[config.mk]
export PLATFORM = sky130hd
export DESIGN_NAME = instr_encoder
export DESIGN_NICKNAME = d
export VERILOG_FILES = /design/src/rtl/instr_encoder.sv
export SDC_FILE = /design/constraint.sdc
export NUM_CORES = 1
export LEC_CHECK = 0
export ABC_AREA = 1
export CORE_MARGIN = 2
export CORE_UTILIZATION = 40
export CTS_CLUSTER_DIAMETER = 40
export DETAILED_ROUTE_END_ITERATION = 16
export GPL_TIMING_DRIVEN = 0
export HOLD_SLACK_MARGIN = 0.08
export PLACE_DENSITY = 0.62
export SYNTH_ARGS = -nofsm -noshare
export SYNTH_HDL_FRONTEND = slang
export SYNTH_SLANG_ARGS = --single-unit
[constraint.sdc]
create_clock -name clk -period 9.9 [get_ports clk]
set_input_delay 0.99 -clock clk [delete_from_list [all_inputs] [get_ports clk]]
set_output_delay 0.99 -clock clk [all_outputs]
set_load 0.01 [all_outputs]
[src/rtl/instr_encoder.sv]
// instr_encoder: two-stage pipelined RISC-V instruction encoder.
// Packs decoded fields (format, registers, funct bits, 32-bit signed immediate)
// into a 32-bit instruction word tagged with an auto-incrementing byte address.
// Immediates that do not fit the target format, bad shift encodings and
// fmt=7 raise out_err and emit a NOP (addi x0,x0,0) instead.
//
// Ports:
//   clk, reset            clock, asynchronous active-high reset
//   clear                 synchronous flush; address counter back to BASE_ADDR
//   in_valid / in_ready   input handshake for fmt, funct3, funct7, rd, rs1, rs2, imm
//   out_valid / out_ready output handshake for out_instr, out_addr, out_err
module instr_encoder #(
    parameter logic [31:0] BASE_ADDR = 32'h0000_0000
) (
    input  logic        clk,
    input  logic        reset,
    input  logic        clear,
    input  logic        in_valid,
    output logic        in_ready,
    input  logic [2:0]  fmt,
    input  logic [2:0]  funct3,
    input  logic [6:0]  funct7,
    input  logic [4:0]  rd,
    input  logic [4:0]  rs1,
    input  logic [4:0]  rs2,
    input  logic [31:0] imm,
    output logic        out_valid,
    input  logic        out_ready,
    output logic [31:0] out_instr,
    output logic [31:0] out_addr,
    output logic        out_err
);

    localparam int STAGES = 2;

    localparam logic [2:0] F_IARITH = 3'd0;
    localparam logic [2:0] F_ISHIFT = 3'd1;
    localparam logic [2:0] F_LOAD   = 3'd2;
    localparam logic [2:0] F_STORE  = 3'd3;
    localparam logic [2:0] F_BRANCH = 3'd4;
    localparam logic [2:0] F_LUI    = 3'd5;
    localparam logic [2:0] F_JAL    = 3'd6;

    localparam logic [6:0] OP_IMM    = 7'b0010011;
    localparam logic [6:0] OP_LOAD   = 7'b0000011;
    localparam logic [6:0] OP_STORE  = 7'b0100011;
    localparam logic [6:0] OP_BRANCH = 7'b1100011;
    localparam logic [6:0] OP_LUI    = 7'b0110111;
    localparam logic [6:0] OP_JAL    = 7'b1101111;

    localparam logic [31:0] NOP = 32'h0000_0013;

    typedef struct packed {
        logic [2:0]  fmt;
        logic [2:0]  funct3;
        logic [6:0]  funct7;
        logic [4:0]  rd;
        logic [4:0]  rs1;
        logic [4:0]  rs2;
        logic [31:0] imm;
    } req_t;

    // vld_pipe[1] = stage A (raw fields), vld_pipe[2] = stage B (encoded word)
    logic [STAGES:1] vld_pipe;
    req_t            a_q;
    req_t            req;
    logic [31:0]     addr_q;
    logic [31:0]     enc;
    logic            bad;
    logic            b_load;
    logic            a_load;
    logic            out_fire;
    logic signed [31:0] simm;

    assign req       = '{fmt: fmt, funct3: funct3, funct7: funct7, rd: rd,
                         rs1: rs1, rs2: rs2, imm: imm};
    assign out_valid = vld_pipe[2];
    assign out_addr  = addr_q;
    assign out_fire  = vld_pipe[2] && out_ready;
    assign b_load    = !vld_pipe[2] || out_ready;
    assign a_load    = !vld_pipe[1] || b_load;
    assign in_ready  = a_load;
    assign simm      = $signed(a_q.imm);

    // Encoding and range checks sit between stage A and stage B.
    always_comb begin
        enc = NOP;
        bad = 1'b0;
        case (a_q.fmt)
            F_IARITH, F_LOAD: begin
                enc = {a_q.imm[11:0], a_q.rs1, a_q.funct3, a_q.rd,
                       (a_q.fmt == F_LOAD) ? OP_LOAD : OP_IMM};
                bad = (simm < -32'sd2048) || (simm > 32'sd2047);
            end
            F_ISHIFT: begin
                enc = {a_q.funct7, a_q.imm[4:0], a_q.rs1, a_q.funct3, a_q.rd, OP_IMM};
                bad = (a_q.imm[31:5] != 27'd0)
                   || !((a_q.funct3 == 3'b001) || (a_q.funct3 == 3'b101))
                   || !((a_q.funct7 == 7'b0000000) || (a_q.funct7 == 7'b0100000));
            end
            F_STORE: begin
                enc = {a_q.imm[11:5], a_q.rs2, a_q.rs1, a_q.funct3, a_q.imm[4:0], OP_STORE};
                bad = (simm < -32'sd2048) || (simm > 32'sd2047);
            end
            F_BRANCH: begin
                enc = {a_q.imm[12], a_q.imm[10:5], a_q.rs2, a_q.rs1, a_q.funct3,
                       a_q.imm[4:1], a_q.imm[11], OP_BRANCH};
                // with imm[0]=0 the upper bound 4095 collapses to 4094
                bad = (simm < -32'sd4096) || (simm > 32'sd4095) || a_q.imm[0];
            end
            F_LUI: begin
                enc = {a_q.imm[31:12], a_q.rd, OP_LUI};
                bad = (a_q.imm[11:0] != 12'd0);
            end
            F_JAL: begin
                enc = {a_q.imm[20], a_q.imm[10:1], a_q.imm[11], a_q.imm[19:12],
                       a_q.rd, OP_JAL};
                bad = (simm < -32'sd1048576) || (simm > 32'sd1048575) || a_q.imm[0];
            end
            default: bad = 1'b1;
        endcase
        if (bad) enc = NOP;
    end

    always_ff @(posedge clk or posedge reset) begin
        if (reset) begin
            vld_pipe  <= '0;
            a_q       <= '0;
            out_instr <= 32'd0;
            out_err   <= 1'b0;
            addr_q    <= BASE_ADDR;
        end else if (clear) begin
            // flush wins over any handshake; the presented word is dropped
            vld_pipe <= '0;
            addr_q   <= BASE_ADDR;
        end else begin
            if (out_fire) addr_q <= addr_q + 32'd4;
            if (b_load) begin
                vld_pipe[2] <= vld_pipe[1];
                if (vld_pipe[1]) begin
                    out_instr <= enc;
                    out_err   <= bad;
                end
            end
            if (a_load) begin
                vld_pipe[1] <= in_valid;
                if (in_valid) a_q <= req;
            end
        end
    end

endmodule

==> metrics list, run 1 <==
- Number of vias in the routed layout: about 5800
- Worst Hold Class: reg2reg
* Post-synthesis cell type count: 47
* Die Height: ~130 um
* Startpoint of the lowest-slack register-to-register path: vld_pipe[2]
- Relative contribution of combinational cells to total power: 18.9%
- Entering global routing, the biggest net connects 83 pins.
- Area taken by flip-flops and latches: slightly above 0.003 sq mm
- The final-report max-slew violation count came to 0.
- The cell area that synthesis handed to floorplanning was between 0.006 and 0.007 sq mm.
- The routed design could run at a clock period as short as about 3.5 ns.
* Count of pins on the block boundary: between 100 and 150
- Across every metal layer, demand over resource in global routing totals about 23%.
- Across the run, the number of max-cap violations was 0.
- Yosys attributes the largest share of cell area to sky130_fd_sc_hd__dfrtp_1, sky130_fd_sc_hd__nand2_1, sky130_fd_sc_hd__nor2_1, sky130_fd_sc_hd__mux2_2, sky130_fd_sc_hd__inv_1.
- The die covers around 0.017 sq mm.
- The placed instances occupy a cell area of just under 0.008 sq mm.
- Req. time, crit path: 8.91 ns
* Top cell type's share of synthesized area: 49.2%
- The final layout contains approximately 970 nets.
* Total length of routed met3 wires: around 1300 um
* Clock Tree Root: sky130_fd_sc_hd__clkbuf_16
- In this run the top signal layer used is met4.
- For the pin with the worst max-slew slack, the measured transition is between 0.7 and 0.8 ns.
* Final Hold Vio Count: 0
* Type of the worst setup path: in2out
- In this run, the number of DRC markers left after iteration 0 of detailed routing was 423.
- TNS Setup: 0 ns
* Number of setup buffers added after CTS: 0
- On the critical path the largest part of the delay comes from buffers and inverters.
- Once layout is done, the placed cells without fillers occupy 0.00848 sq mm.
- After layout, the design draws a total of ~1.5 mW.
- Counting along the longest clock path gives a buffer depth of 2.
- FILL cells: 1438
- Hold Path Cell Cnt: 2
* Placed cells: about 1100
* Synth top cells by count: sky130_fd_sc_hd__nand2_1, sky130_fd_sc_hd__dfrtp_1, sky130_fd_sc_hd__nor2_1
* Minimum setup slack among reg-to-reg paths: slightly below 8 ns
- Final setup fails: 0
- Detailed-routing wirelength on met1: 8800 um
* Clock share of power: between 40% and 50%
* CP Max Fanout: 3
* Layout cell share with drive strength beyond 1: approximately 14%
* Clock slew seen by the registers of the worst setup and hold paths: roughly 0.060 ns
- Clock buffer count from CTS: 17
- Effective utilization at floorplan: 41.2%
- In the post-synthesis netlist, the cell with the most instances is sky130_fd_sc_hd__nand2_1.
- The multi-input combinational cells in the finished layout cover a total of between 0.002 and 0.003 sq mm.
* Worst IR Drop VDD: roughly 0.12 mV
* Routed met2 length: around 8400 um
- The most used flip-flop cell after synthesis is sky130_fd_sc_hd__dfrtp_1.
* GR Overflow Total: 0
- Hold repair after CTS inserted 0 buffers.
- In this run, synthesis produced a sequential element count of approximately 120.
* Outcome: finished clean
* First-pass GRT wire length: 29300 um
- Relative slew slack: between 50% and 60%
- The congestion estimate from routability-driven global placement came to between 0.9 and 1.
- TritonCTS built the clock tree.
- Final cell utilization of the core: a little under three fifths
- Dividing the detail-routed wire length by the instance count gives around 17 um.
* Delay contributed by the slowest stage of the critical path: around 0.52 ns
* Async S/R FF share, synth: 100%
- Leaving out filler cells and counting taps, the final layout contains roughly 1100.
* CP dominant cell by count: sky130_fd_sc_hd__clkdlybuf4s50_1
* Number of DRC violations after detailed routing: 0
* Router iterations before antenna repair: 7
* Depth of the most critical reg-to-reg path: 7
- Count of flip-flops with a built-in enable after synthesis: 0
- From left edge to right edge, the die measures 130 um.
* Number of global-route vias before repair: 5436
- Traced cell by cell, the critical path runs through clkdlybuf4s50_1, nor2_1, nand2_1, clkdlybuf4s50_1.
* Via density per instance: between 5 and 6
- Sinks on Clock Net: approximately 120
* Half-perimeter wire length of the detailed placement result: between 10000 and 15000 um
- The detail route stage leaves a number of antenna-violating nets equal to 0.
- Pint: approximately 1.1 mW
- In this run the power spent charging and discharging nets is approximately 440 uW.
- Derived from the worst setup path, the maximum achievable clock frequency is about 0.29 GHz.
- The floorplan has between 40 and 50 rows.
- Crit path capture type: output pin
- In this run, post-CTS repair resized a total of 0 instances.
- After technology mapping, the gate count stands at 754.
* Power density over cell area: 180 mW/mm^2
- Worst clock skew on the final layout: just under 0.007 ns
- Worst hold path startpoint: out_instr[3]
* CP startpoint kind: input pin
- Period utilisation layout: a little over a third
- Initial antenna violation count: 0
- In this run the tool buffered the top-level ports with between 100 and 150 buffer cells.
* Worst-Skew Late Latency: around 0.42 ns
* Ys Warns: 0
* H-tree levels: 4
* Share of total power consumed by net switching: approximately 29%
- Avg Cell Area, Syn: around 8.4 sq um
- Counting both buffers and inverters, the worst setup path holds a total of 2.
- The number of antenna diodes in the final layout is 0.
* Worst reg2reg path endpoint: a_q[49]
- Setup repair after global routing left no endpoint under its margin.
* Share of the yosys chip area belonging to registers: 49.2%
* Leakage: 3.68 nW
* Sequential share of power: between 40% and 50%
- The synthesized design spends more area on one cell type than any other, namely sky130_fd_sc_hd__dfrtp_1.
- Arr. time, crit path: approximately 2.5 ns
* Area of the placeable core: between 0.015 and 0.02 sq mm
- Total detailed-routing wirelength: around 19000 um
- Hold worst-path end: out_instr[3]
* CP max stage cell: sky130_fd_sc_hd__clkdlybuf4s50_1
- From synthesis to final layout, the design area changed by 34.5%.
worst max path at each step:
stage,slack (ns),from,endpoint,cells after the start
CTS,6.45,out_ready,in_ready,4
global placement,3.86,reset,out_instr[10],2
finish,6.44,out_ready,in_ready,4
detailed placement,6.45,out_ready,in_ready,4
global route,6.39,out_ready,in_ready,4
floorplan,5.61,reset,a_q[32],1
area by class of cell:
cell class	count	share of cell area, %
multi-input combinational	531	32.8
clock buffer	20	5.38
sequential	124	36.6
clock inverter	12	1.61
timing repair buffer	129	15.4
buffer	24	1.62
tap	211	3.11
inverter	76	3.45
through the flow:
stage / setup WS, ns / hold slack, ns
5_1_grt: 6.39 / 0.503
3_5_place_dp: 6.45 / 0.468
2_1_floorplan: 5.61 / 0.478
3_3_place_gp: 3.86 / 0.462
4_1_cts: 6.45 / 0.484
6_report: 6.44 / 0.479
power by group through the flow:
| stage | Combinational (mW) | Sequential, mW | Clock [mW] |
|---|---|---|---|
| floorplan | 0.156 | 0.617 | 0 |
| global placement | 0.283 | 0.618 | 0 |
| detailed placement | 0.288 | 0.620 | 0 |
| CTS | 0.289 | 0.611 | 0.632 |
| global route | 0.316 | 0.619 | 0.657 |
| finish | 0.288 | 0.611 | 0.625 |
metal layers:
metal / vias up / track usage, %
met2: 232 / 34.7
met1: 2729 / 33.5
met3: 26 / 4.46
met4: 0 / 7.15
met5: - / 0
li1: 2782 / -
logic make-up (layout without fill, tap and decap cells):
family / count (synthesis) / count (layout) / synth area share [%]
buffers and inverters: 100 / 261 / 6.74
other: 1 / 2 / 0.0594
AND/OR/NAND/NOR: 365 / 365 / 25.0
adder cells (fa/ha/maj): 1 / 1 / 0.198
XOR/XNOR: 4 / 4 / 0.555
multiplexers: 31 / 31 / 5.53
flip-flops: 124 / 124 / 49.2
AO/OA/AOI/OAI: 128 / 128 / 12.7
layout by cell type (no fill, tap or decap), types with 3 or more instances in the layout:
| cell type | Yosys | routed |
|---|---|---|
| sky130_fd_sc_hd__buf_2 | 11 | 11 |
| sky130_fd_sc_hd__buf_4 | 4 | 4 |
| sky130_fd_sc_hd__clkbuf_16 | 0 | 17 |
| sky130_fd_sc_hd__nand3_1 | 27 | 27 |
| sky130_fd_sc_hd__mux2_2 | 31 | 31 |
| sky130_fd_sc_hd__nor2_1 | 97 | 97 |
| sky130_fd_sc_hd__clkdlybuf4s50_1 | 0 | 128 |
| sky130_fd_sc_hd__o21ai_1 | 9 | 9 |
| sky130_fd_sc_hd__nand2_1 | 188 | 188 |
| sky130_fd_sc_hd__nor2_4 | 3 | 3 |
| sky130_fd_sc_hd__inv_1 | 66 | 65 |
| sky130_fd_sc_hd__clkinvlp_4 | 0 | 3 |
| sky130_fd_sc_hd__xor2_1 | 4 | 4 |
| sky130_fd_sc_hd__nand2_2 | 4 | 4 |
| sky130_fd_sc_hd__o21ai_0 | 27 | 27 |
| sky130_fd_sc_hd__o211ai_1 | 5 | 5 |
| sky130_fd_sc_hd__nor3_1 | 12 | 12 |
| sky130_fd_sc_hd__or2_2 | 3 | 3 |
| sky130_fd_sc_hd__a32oi_1 | 6 | 6 |
| sky130_fd_sc_hd__inv_2 | 9 | 9 |
| sky130_fd_sc_hd__o21ai_2 | 20 | 20 |
| sky130_fd_sc_hd__dfrtp_1 | 124 | 124 |
| sky130_fd_sc_hd__nor2_2 | 3 | 3 |
| sky130_fd_sc_hd__clkbuf_1 | 7 | 8 |
| sky130_fd_sc_hd__a21oi_1 | 44 | 44 |
| sky130_fd_sc_hd__o22ai_1 | 5 | 5 |
| sky130_fd_sc_hd__o221ai_1 | 3 | 3 |
| sky130_fd_sc_hd__nand4_1 | 12 | 12 |
| sky130_fd_sc_hd__nor4_1 | 3 | 3 |
| sky130_fd_sc_hd__inv_6 | 0 | 4 |
state kept, by name, summed over array words and instances (netlist names):
| name | flops |
|---|---|
| out_addr | 30 |
| out_instr | 31 |
| a_q | 28 |
| simm | 32 |
| vld_pipe | 2 |
| out_err | 1 |
worst min-delay path: stages (launching register included):
cell and delay [ns]:
sky130_fd_sc_hd__dfrtp_1 0.34, sky130_fd_sc_hd__nand2_1 0.06, sky130_fd_sc_hd__nand2_1 0.05
Note: power is estimated with default switching activity, not from simulation.
==> inputs of run 2 (changes only) <==
--- a/config.mk
+++ b/config.mk
@@ -12,7 +12,7 @@
 export DETAILED_ROUTE_END_ITERATION = 16
 export GPL_TIMING_DRIVEN = 0
 export HOLD_SLACK_MARGIN = 0.08
-export PLACE_DENSITY = 0.62
+export PLACE_DENSITY = 0.65
 export SYNTH_ARGS = -nofsm -noshare
 export SYNTH_HDL_FRONTEND = slang
 export SYNTH_SLANG_ARGS = --single-unit
==> constraint.sdc (replaced) <==
create_clock -name clk -period 3.09 [get_ports clk]
set_input_delay 0.309 -clock clk [delete_from_list [all_inputs] [get_ports clk]]
set_output_delay 0.309 -clock clk [all_outputs]
set_load 0.01 [all_outputs]
==> run 2 against run 1 <==
Against the previous run: hold slack got worse by 0.29 ns; combinational power rose to 3.2 times the previous value; setup slack got worse by 5.5 ns; clock-buffer cell count did not move; clock skew rose by 0.0019 ns; largest cell class unchanged; highest routed layer unchanged.
==> metrics list, run 2 (synthesized netlist as in run 1, its figures left out) <==
- The run finished with clean final reports.
- Worst reg2reg path endpoint: a_q[42]
- Most common cell after layout, fill and taps aside: sky130_fd_sc_hd__nand2_1
- The placed standard-cell area is 0.00792 sq mm (+0.40%).
- The worst hold path terminates at out_addr[19].
- Sequential share of power: 38.7% (-1.4 points)
* Count of pins on the block boundary: 132 (unchanged)
- Number of maximum-capacitance violations: 0 (unchanged)
* Met1 usage: 32.9% (-0.63 points)
- The clock latency reported for the late side of the worst-skew pair is 0.43 ns (about the same).
* Number of buffers inserted for hold repair after clock tree synthesis: 0 (unchanged)
- H-tree levels: 4 (unchanged)
* Power density over cell area: 590 mW/mm^2 (+230%)
* GR Overflow Total: 0 (unchanged)
- The count of vias placed by the detailed router is 5712 (-0.99%).
- Worst IR Drop VDD: 0.413 mV (+240%)
- The TritonCTS sink count is 124 (unchanged).
- Static timing analysis puts the maximum clock frequency at ~0.46 GHz.
- Period utilisation layout: 70.1%
* Final net count: 971 (+0.21%)
- The path class of the tightest hold or removal check is in2reg.
- Tracing the worst setup path back leads to its startpoint at vld_pipe[2].
* All-Layer GR Usage: 22.8% (-0.19 points)
* Worst clock skew on the final layout: 0.00880 ns (+0.00186 ns)
- The count of port buffers added during placement was 128 (unchanged).
- Die Height: 130 um (unchanged)
- The number of hold-slack violations in the final timing report was 0 (unchanged).
- The internal cell power is 3.66 mW (+240%).
* Clock tree from TritonCTS: yes
* Router iterations before antenna repair: 5 (-2)
* Type of the worst setup path: reg2out
- Via density per instance: 5.06 (-1.2%)
- The static power due to leakage was 3.72 nW (+1.0%).
- The die area came to 0.0168 sq mm (unchanged).
- Relative slew slack: 53.3% (+1.5 points)
- The final instance area is 0.00857 sq mm (+1.1%).
- The share of post-route cells with drive strength above 1 was 14.7% (+0.30 points).
- Crit path capture type: output pin
- Startpoint of the lowest-slack register-to-register path: vld_pipe[2]
* Total detailed-routing wirelength: 18200 um (-3.0%)
* CP Max Fanout: 4 (+1)
* Req. time, crit path: 2.78 ns (-6.13 ns)
- The via count of the first global-routing pass is 5417 (-0.35%).
- First-pass GRT wire length: 29000 um (-1.2%)
- Gates resized, CTS repair: 0 (unchanged)
- Number of setup buffers added after CTS: 0 (unchanged)
* Final non-filler cell total: 1129 (+0.18%)
- Die X-Extent: 130 um (unchanged)
- The met2 usage is 33.9% (-0.83 points).
* Std-Cell Rows: 45 (unchanged)
- The met3 track demand over resource was 5.12% (+0.66 points).
* Clock slew seen by the registers of the worst setup and hold paths: 0.06 ns (about the same)
* Initial drt markers: 430 (+1.7%)
- Share of total power consumed by net switching: 27.7% (-1.3 points)
- Area taken by flip-flops and latches: 0.00310 sq mm (unchanged)
* Clock Tree Root: sky130_fd_sc_hd__clkbuf_16
* Half-perimeter wire length of the detailed placement result: 13700 um (-4.4%)
- The final weighted congestion in routability-driven placement was 0.899 (-3.0%).
- Effective utilization at floorplan: 41.2% (unchanged)
- Maximum root-to-sink buffer count: 2 (unchanged)
- STA classifies the critical path startpoint as a register.
- DR WL/cell: 16.1 um (-3.1%)
* Minimum setup slack among reg-to-reg paths: 1.09 ns (-6.79 ns)
- Worst hold path startpoint: clear
- FILL cells: 1472 (+2.4%)
- The slew at the pin with the worst max-slew slack came to 0.700 ns (-0.0221 ns).
- Relative contribution of combinational cells to total power: 18.3% (-0.6 points)
* Layout Area Growth over Synthesis: 35.9%
* Placed cells: 1097 (+0.18%)
* Maximum number of pins on one net before global-route repair: 42 (-49%)
* Commonest non-fill, non-tap cells in the layout: sky130_fd_sc_hd__nand2_1, sky130_fd_sc_hd__clkdlybuf4s50_1, sky130_fd_sc_hd__dfrtp_1
- The final setup violation count came to 0 (unchanged).
* Clock share of power: 43.0% (+2.0 points)
- Hold Path Cell Cnt: 2 (unchanged)
- Area of the placeable core: 0.0153 sq mm (unchanged)
* Combined area of the multi-input logic cells: 0.00278 sq mm (unchanged)
* Number of DRC violations after detailed routing: 0 (unchanged)
- Depth of the most critical reg-to-reg path: 7 (unchanged)
* RSZ-0062 raised after global routing: false
- Arr. time, crit path: 1.86 ns (-0.61 ns)
- Number of flip-flops under the largest register name: 32 (unchanged)
* Diodes inserted: 0 (unchanged)
- Clock period minus worst slack: around 2.2 ns
* Switching component of the power: 1.40 mW (+220%)
* Antenna-violating nets left: 0 (unchanged)
* Count of final max-slew check failures: 0 (unchanged)
* Clock buffer count from CTS: 17 (unchanged)
* Initial antenna violation count: 0 (unchanged)
- TNS Setup: 0 ns (unchanged)
- Highest-utilization routing layer at the global route stage: met2
==> run 2: changes by cell type in the layout (fill, tap and decap cells not counted), sizes merged <==
| cell | previous run | this run |
|---|---|---|
| inv | 79 | 76 |
| clkinvlp | 3 | 4 |
| bufinv | 2 | 4 |
| buf | 18 | 20 |
==> run 2: cell type report <==
cell class                      count  area share (%)
Sequential cell                   124            36.2
Multi-Input combinational cell    531            32.5
Timing Repair Buffer              131            15.6
Clock buffer                       20            5.44
Inverter                           76            3.40
Tap cell                          211            3.08
Clock inverter                     12            2.17
Buffer                             24            1.61
==> run 2: critical path, stage by stage, from the launching register on <==
cell	delay, ns
sky130_fd_sc_hd__dfrtp_1	0.41
sky130_fd_sc_hd__inv_1	0.06
sky130_fd_sc_hd__nor2_1	0.25
sky130_fd_sc_hd__nand2_1	0.19
sky130_fd_sc_hd__clkdlybuf4s50_1	0.52
==> run 2: power groups by stage <==
stage          logic, mW  registers, mW  clock network (mW)
2_1_floorplan      0.501           1.98                   0
3_3_place_gp       0.900           1.98                   0
3_5_place_dp       0.920           1.98                   0
4_1_cts            0.927           1.96                2.20
5_1_grt             1.01           1.98                2.28
6_report           0.923           1.96                2.18
==> run 2: worst max-delay path by stage <==
stage / cells past startpoint / to / slack, ns
after floorplan: 1 / a_q[32] / 1.26
after global placement: 2 / out_instr[11] / 0.04
after detailed placement: 7 / a_q[51] / 0.71
after CTS: 4 / in_ready / 0.91
after global routing: 4 / in_ready / 0.80
final: 4 / in_ready / 0.92
==> run 2: per-layer routing <==
metal / share of wire (%) / wire [um] / up-vias
met1: 47 / 8540 / 2703
met2: 45 / 8200 / 198
met4: 1.7 / 318 / 0
met3: 6.2 / 1130 / 24
met5: 0 / 0 / -
li1: - / - / 2787
==> run 2: stage by stage <==
stage | setup slack, ns | hold slack, ns | total power [mW] | util [%]
after global routing | 0.803 | 0.205 | 5.28 | 56.0
after global placement | 0.0379 | 0.465 | 2.88 | 51.3
after detailed placement | 0.714 | 0.468 | 2.90 | 51.7
final | 0.925 | 0.191 | 5.06 | 56.0
after floorplan | 1.26 | 0.459 | 2.48 | -
after CTS | 0.913 | 0.187 | 5.08 | 56.0
==> inputs of run 3 (changes only) <==
==> constraint.sdc (replaced) <==
create_clock -name clk -period 1.9 [get_ports clk]
set_input_delay 0.19 -clock clk [delete_from_list [all_inputs] [get_ports clk]]
set_output_delay 0.19 -clock clk [all_outputs]
set_load 0.01 [all_outputs]
==> run 3 against run 2 <==
Against the previous run: combinational power up 76%; critical path type is now reg2reg; global-route usage up 0.088 points; setup slack worse by 0.85 ns; core utilization increased by 1.5 points; sequential share of layout area shrank 0.85 points; via count rose by 2.4%; register-to-register slack got worse by 1.0 ns; first-iteration DRC count grew 9.3%; final cell count increased by 0.97%; non-clock buffer count grew 11; clock-buffer cell count unchanged; highest routed layer unchanged; critical endpoint is now out_instr[20]; power is 65% higher.
==> metrics list, run 3 (synthesized netlist as in run 1, its figures left out) <==
- Count of pins on the block boundary: 132 (unchanged)
- The required time at the worst-slack endpoint came to 2.25 ns (-0.53 ns).
- The via count of the first global-routing pass was 5428 (+0.20%).
* CP startpoint kind: register
- The critical path is of the reg2reg type.
- The data arrival time of the critical path came to 2.17 ns (+0.31 ns).
- Count of final max-slew check failures: 0 (unchanged)
- The leftover overflow at the end of global routing was 0 (unchanged).
* Initial antenna violation count: 0 (unchanged)
* Layout cell share with drive strength beyond 1: 18.3% (+3.6 points)
- Total power of the final layout: 8.36 mW (+65%)
* Outcome: finished clean
* Diodes inserted: 0 (unchanged)
* Maximum number of pins on one net before global-route repair: 42 (unchanged)
- Leaving out fill and tap cells, the most frequent cell in the layout is sky130_fd_sc_hd__nand2_1.
* Clock tree from TritonCTS: yes
- Power density over cell area: 950 mW/mm^2 (+61%)
- The CTS clock-pin slew for the worst setup and hold paths is 0.06 ns (about the same).
* Final Hold Vio Count: 0 (unchanged)
- Placement-stage cell area: 0.00792 sq mm (unchanged)
- Worst Hold Class: in2async
* Area of the placeable core: 0.0153 sq mm (unchanged)
- Half-perimeter wire length of the detailed placement result: 13700 um (unchanged)
- The TritonCTS buffer count was 17 (unchanged).
* Clock period minus worst slack: approximately 1.8 ns
- Effective utilization at floorplan: 41.2% (unchanged)
- Delay contributed by the slowest stage of the critical path: 0.41 ns (-0.11 ns)
* Family with the most delay on the worst path: simple AND/OR/NAND/NOR gates
- Leakage: 3.80 nW (+2.2%)
- Number of vias in the routed layout: 5848 (+2.4%)
- For this design, the slowest cell found on the critical path is sky130_fd_sc_hd__dfrtp_1.
* Number of maximum-capacitance violations: 0 (unchanged)
- Final instance area: 0.00880 sq mm (+2.6%)
- The number of buffers and inverters on the critical path was 1 (-1).
- First-pass GRT wire length: 29100 um (+0.40%)
- In the finished design, the share of the clock period the worst path needs comes to 96.1%.
- Based on the critical path, the design can be clocked at up to between 0.5 and 0.6 GHz.
* Worst IR Drop VDD: 0.673 mV (+63%)
* Sinks on Clock Net: 124 (unchanged)
- STA classifies the critical path endpoint as a register.
- The number of filler instances in the final layout was 1452 (-1.4%).
- CP Max Fanout: 8 (+4)
- Relative slew slack: 58.9% (+5.5 points)
* Total die area: 0.0168 sq mm (unchanged)
- The tree is rooted in a sky130_fd_sc_hd__clkbuf_16.
- The average via count per standard cell came to 5.13 (+1.4%).
- The vertical die dimension is 130 um (unchanged).
- The clock latency reported for the late side of the worst-skew pair came to 0.42 ns (about the same).
- Number of DRC violations after detailed routing: 0 (unchanged)
* Pin slew with the least headroom to its limit: 0.610 ns (-0.0895 ns)
- IO Port Bufs: 128 (unchanged)
- The cell row count was 45 (unchanged).
- Die X-Extent: 130 um (unchanged)
- Initial drt markers: 470 (+9.3%)
- H-tree levels: 4 (unchanged)
- Final net count: 982 (+1.1%)
- In the layout the commonest cells are sky130_fd_sc_hd__nand2_1, sky130_fd_sc_hd__clkdlybuf4s50_1, sky130_fd_sc_hd__dfrtp_1.
- DR WL/cell: 16.2 um (+0.26%)
- Total detailed-routing wirelength: 18400 um (+1.2%)
- Router iterations before antenna repair: 5 (unchanged)
- The number of flip-flops in the largest register is 32 (unchanged).
- All-Layer GR Usage: 22.9% (+0.088 points)
- The final weighted congestion in routability-driven placement was 0.899 (unchanged).
- Antenna-violating nets left: 0 (unchanged)
- The maximum buffer depth of the clock tree came to 2 (unchanged).
* Worst clock skew on the final layout: 0.00690 ns (-0.00191 ns)
- Final setup fails: 0 (unchanged)
- Chain of cells forming the critical path: nor2_1, nand2_1, nor2_1, nand2_1, o21bai_1, nand2_2, nor2_4, nand2_8, buf_12, o21ai_1
- Layout Area Growth over Synthesis: 39.5%
## run 3: stage by stage
stage / utilization [%] / instances / worst slack [ns] / hold slack [ns] / TNS (ns)
floorplan: - / 755 / 0.185 / 0.340 / 0
global placement: 51.3 / 1094 / -1.03 / 0.465 / -147.81
detailed placement: 51.7 / 1097 / -0.357 / 0.468 / -21.73
CTS: 56.2 / 1131 / 0.00713 / 0.102 / 0
global route: 57.5 / 1140 / -0.00482 / 0.118 / -0.0152
finish: 57.5 / 1140 / 0.0750 / 0.110 / 0
## run 3: cell type report
cell class | instances | area (sq um) | share of cell area [%]
Inverter | 76 | 292 | 3.31
Tap cell | 211 | 264 | 3.00
Multi-Input combinational cell | 531 | 2870 | 32.6
Clock inverter | 12 | 186 | 2.12
Clock buffer | 20 | 467 | 5.30
Timing Repair Buffer | 142 | 1460 | 16.6
Buffer | 24 | 151 | 1.72
Sequential cell | 124 | 3110 | 35.3
## run 3: path summary, 6_finish.rpt
path	end	startpoint	cells past startpoint	slack [ns]
hold reg to reg	out_instr[16]	out_instr[16]	2	0.48
max in group asynchronous	a_q[59]	reset	4	0.98
hold / removal	out_addr[9]	reset	2	0.11
min in group clk	out_addr[23]	clear	2	0.11
setup / recovery	out_instr[20]	simm[14]	10	0.07
setup reg to reg	out_instr[20]	simm[14]	10	0.07
## run 3: timing repair
action	4_1_cts	5_1_grt
resized for setup	5	31
cloned	0	1
hold buffers	2	0
buffers inserted	0	8
pin swaps	0	9
setup endpoints to repair	57	76
hold endpoints to repair	2	0
## run 3: report_power, final
group | internal [mW] | switching, mW
registers | 2.95 | 0.247
logic | 0.776 | 0.846
clock network | 2.31 | 1.23
## run 3: layer usage
metal  vias to the layer above  GRT usage (%)  routed length (um)
li1                       2815              -                   -
met1                      2798           33.0                8700
met2                       210           34.1                8310
met3                        25           5.12                1070
met4                         0           7.72                 333
met5                         -              0                   0
